### src/rtl/arb_stream_21.sv
// Two-input valid/ready round-robin stream arbiter with a one-entry registered output stage.
// Optional build macro ARB_FIXED_PRIO_EN selects fixed priority (A wins contention).
module arb_stream_21 #(
   parameter int DATA_W = 8
) (
   input  logic              i_clk,
   input  logic              i_rst_n,
   input  logic [DATA_W-1:0] i_a_data,
   input  logic              i_a_valid,
   output logic              o_a_ready,
   input  logic [DATA_W-1:0] i_b_data,
   input  logic              i_b_valid,
   output logic              o_b_ready,
   output logic [DATA_W-1:0] o_y,
   output logic              o_sel,
   output logic              o_valid,
   input  logic              i_ready
);

   logic              last_grant_r;
   logic              load_en_s;
   logic              grant_a_s;
   logic              grant_b_s;
   logic [DATA_W-1:0] grant_data_s;

   // Output stage can take a new word when empty or being drained this cycle.
   assign load_en_s = ~o_valid | i_ready;

   // Grant selection: single requester wins outright, contention resolved by policy.
   always_comb begin
      grant_a_s = 1'b0;
      grant_b_s = 1'b0;
      if (i_a_valid && i_b_valid) begin
`ifdef ARB_FIXED_PRIO_EN
         grant_a_s = 1'b1;
`else
         // Serve the port that was not served last.
         if (last_grant_r) begin
            grant_a_s = 1'b1;
         end else begin
            grant_b_s = 1'b1;
         end
`endif
      end else if (i_a_valid) begin
         grant_a_s = 1'b1;
      end else if (i_b_valid) begin
         grant_b_s = 1'b1;
      end else begin
         grant_a_s = 1'b0;
         grant_b_s = 1'b0;
      end
   end

   // Data mux feeding the output register.
   always_comb begin
      grant_data_s = i_a_data;
      if (grant_b_s) begin
         grant_data_s = i_b_data;
      end else begin
         grant_data_s = i_a_data;
      end
   end

   // Readies are gated by reset so nothing is accepted while the stage is being cleared.
   always_comb begin
      o_a_ready = i_rst_n & load_en_s & grant_a_s;
      o_b_ready = i_rst_n & load_en_s & grant_b_s;
   end

   // Output register and round-robin history.
   always_ff @(posedge i_clk or negedge i_rst_n) begin
      if (!i_rst_n) begin
         o_y          <= {DATA_W{1'b0}};
         o_sel        <= 1'b0;
         o_valid      <= 1'b0;
         last_grant_r <= 1'b1;
      end else if (load_en_s) begin
         if (grant_a_s || grant_b_s) begin
            o_y          <= grant_data_s;
            o_sel        <= grant_b_s;
            o_valid      <= 1'b1;
            last_grant_r <= grant_b_s;
         end else begin
            o_valid      <= 1'b0;
         end
      end
   end

endmodule

### config.mk
export PLATFORM = sky130hd
export DESIGN_NAME = arb_stream_21
export DESIGN_NICKNAME = d
export VERILOG_FILES = /design/src/rtl/arb_stream_21.sv
export SDC_FILE = /design/constraint.sdc
export NUM_CORES = 1
export LEC_CHECK = 0
export CORE_MARGIN = 2
export CORE_UTILIZATION = 38
export DETAILED_ROUTE_END_ITERATION = 10
export PLACE_DENSITY = 0.79
export SKIP_CTS_REPAIR_TIMING = 1
export SYNTH_ARGS = -nofsm -noshare
export SYNTH_HDL_FRONTEND = slang
export SYNTH_SLANG_ARGS = --single-unit
### constraint.sdc
create_clock -name i_clk -period 3.1 [get_ports i_clk]
set_input_delay 0.775 -clock i_clk [delete_from_list [all_inputs] [get_ports i_clk]]
set_output_delay 0.775 -clock i_clk [all_outputs]
set_load 0.1 [all_outputs]
==> flow_summary.json <==
{
  "status": "complete, no violations",
  "combinationalPowerShare": 0.506,
  "synth.ff_latch_count": 11,
  "tns_ns": 0,
  "rows": 13,
  "ant_nets": 0,
  "power_frac_clock": 0.173,
  "grt_use_total": 0.194,
  "relSlewSlack": 0.773,
  "die-area_um2": 1740,
  "synth_warnings": 0,
  "cp-startpoint": "i_a_valid",
  "initial_utilization": 0.411,
  "h-tree-depth": 1,
  "power.share.switching": 0.481,
  "critPathArrivalTime_ns": 2.12,
  "cts_sinks": 11,
  "synth.area.top_cells": "dfrtp_1 (46%), nand2_1 (12%), a31oi_1 (10%), a21oi_1 (8.3%), dfstp_2 (4.8%)",
  "power.density_nw_per_um2": 632,
  "worst_path_max_delay_cell": "clkdlybuf4s50_1",
  "drv_slew": 0,
  "drive_gt1_frac": 0.247,
  "drc_errors": 0,
  "hold_viol": 0,
  "drv_cap": 0,
  "avgSynthCellArea_um2": 9.03,
  "cts_inserted_buffers": 3,
  "crit_type": "input pin to output port",
  "stdcell_area_um2": 910,
  "clk_pin_slew_ns": 0.07,
  "viasPerCell": 5.23,
  "portBuffers": 32,
  "clock_skew_ns": 0.00152,
  "grt-ovfl-total": 0,
  "yosys.area.top_type": "dfrtp_1",
  "grt_max_degree": 14,
  "timing.rr.start": "last_grant_r$_DFFE_PN1P_",
  "crit_chain": "clkdlybuf4s50_1 -> or2_1 -> and2_4 -> and3_1 -> buf_12",
  "antenna_cells": 0,
  "p_switching_uw": 276,
  "cts.path.max_buffers": 2,
  "syn_inst": 60,
  "cp_slowest_stage_delay_ns": 0.49,
  "dpl_cell_area_um2": 883,
  "gp_congestion": 0.682,
  "die_h_um": 41.8,
  "synth_top_area_frac": 0.462,
  "intPower_uw": 298,
  "clock-root-buffer": "clkbuf_4",
  "synth_area_um2": 542,
  "ios": 33,
  "wl_per_cell_um": 13.9,
  "seq_power_share": 0.320,
  "hold_path_class": "flop to flop",
  "total_leakage_power_uw": 0.000402,
  "cts_tree": "built",
  "critPathLaunchType": "input pin",
  "hold_start": "o_sel$_DFFE_PN0P_",
  "grt_pass1_vias": 578,
  "area_growth_syn_to_layout_pct": 67.9,
  "die_w_um": 41.8,
  "drtPass1Iterations": 4,
  "grt.busiest_layer": "met2",
  "setup_violations": 0,
  "yosysUniqueCellTypes": 16,
  "end_kind": "output port",
  "fmax_mhz": 345,
  "first_iter_violations": 22,
  "rsz0062_at_grt": "false",
  "period_share": 0.935,
  "peakVddDrop_mv": 0.344,
  "syn_nets": 81,
  "antenna_found_initial": 0,
  "num_vias": 586,
  "wl_mm": 1.55,
  "tightest_slew_ns": 0.339,
  "grt_pass1_wl_mm": 2.55,
  "core_area_um2": 1320,
  "synth_seq_area_share": 0.510,
  "crit_required_ns": 2.32,
  "post-dp-hpwl_mm": 1.18,
  "met3_usage": 0.0435,
  "cp_max_fo": 10,
  "globalRouteMet1Util": 0.208,
  "worst_path_dominant_cell_family": "simple AND/OR/NAND/NOR gates",
  "path_buf_inv": 2,
  "grt_use_met2": 0.369,
  "fin_crit_ns": 2.90,
  "clk_latency_ns": 0.26,
  "finalNetCount": 119
}
[per-layer routing]
metal,wire length (µm),vias up,share of wire
li1,-,286,-
met2,900,23,0.58
met5,0,-,0
met1,567,277,0.37
met4,0,0,0
met3,85,0,0.055
[cell type report]
type / count / area (µm²)
Clock buffer: 4 / 26.3
Fill cell: 117 / 408
Inverter: 1 / 3.75
Multi-Input combinational cell: 44 / 231
Sequential cell: 11 / 277
Tap cell: 15 / 18.8
Timing Repair Buffer: 37 / 353
[registers in the layout, summed over array words and instances (netlist names)]
| name | cells |
|---|---|
| o_y | 8 |
| last_grant_r | 1 |
| o_sel | 1 |
| o_valid | 1 |
[power groups by stage]
stage                     sequential [µW]  combinational, µW  clock [µW]
after floorplan                       332               58.8           0
after global placement                185                289           0
after detailed placement              186                292           0
after CTS                             184                292         101
after global routing                  187                303         106
final                                 184                291        99.6
[cell usage after synthesis]
cell type / count
a31oi_1: 9
a21bo_2: 1
or2_1: 1
a21oi_1: 9
and2_4: 1
nand2b_1: 2
o21ai_1: 1
buf_1: 1
dfrtp_1: 10
inv_1: 1
nand2_1: 17
buf_6: 2
clkbuf_1: 1
a21boi_2: 1
dfstp_2: 1
and3_1: 2
[worst min-delay path, cell delays in order, from the launching register on]
cell and delay [ns]:
dfrtp_1 0.38, inv_1 0.06, o21ai_1 0.06
[kinds of logic after synthesis]
logic type,share of synthesized area
AO/OA/AOI/OAI,0.236
flip-flops,0.510
AND/OR/NAND/NOR,0.192
buffers and inverters,0.0623
[cells in the final DEF, fill, tap and decap left out, drive strengths merged]
cell            n
a21bo           1
a21boi          1
a21oi           9
a31oi           9
and2            1
and3            2
buf            17
clkbuf          4
clkdlybuf4s50  20
dfrtp          10
dfstp           1
inv             1
nand2          17
nand2b          2
o21ai           1
or2             1
[worst paths after layout]
kind / cells past startpoint / slack (ns) / end
max in group asynchronous: 2 / 1.83 / last_grant_r$_DFFE_PN1P_
min reg2reg: 2 / 0.53 / o_sel$_DFFE_PN0P_
min: 2 / 0.53 / o_sel$_DFFE_PN0P_
max reg2reg: 4 / 1.88 / o_y[0]$_DFFE_PN0P_
min in group asynchronous: 1 / 0.77 / o_y[6]$_DFFE_PN0P_
max: 5 / 0.20 / o_a_ready
[metrics by stage]
stage | std cells | power [µW] | hold slack, ns | worst slack (ns) | utilization
2_1_floorplan | 60 | 391 | 0.479 | 0.244 | -
3_3_place_gp | 108 | 474 | 0.528 | 0.268 | 0.670
3_5_place_dp | 108 | 478 | 0.521 | 0.229 | 0.670
4_1_cts | 112 | 577 | 0.540 | 0.222 | 0.690
5_1_grt | 112 | 597 | 0.568 | 0.155 | 0.690
6_report | 112 | 574 | 0.534 | 0.202 | 0.690
No activity file was read; power rests on OpenSTA's default activity.
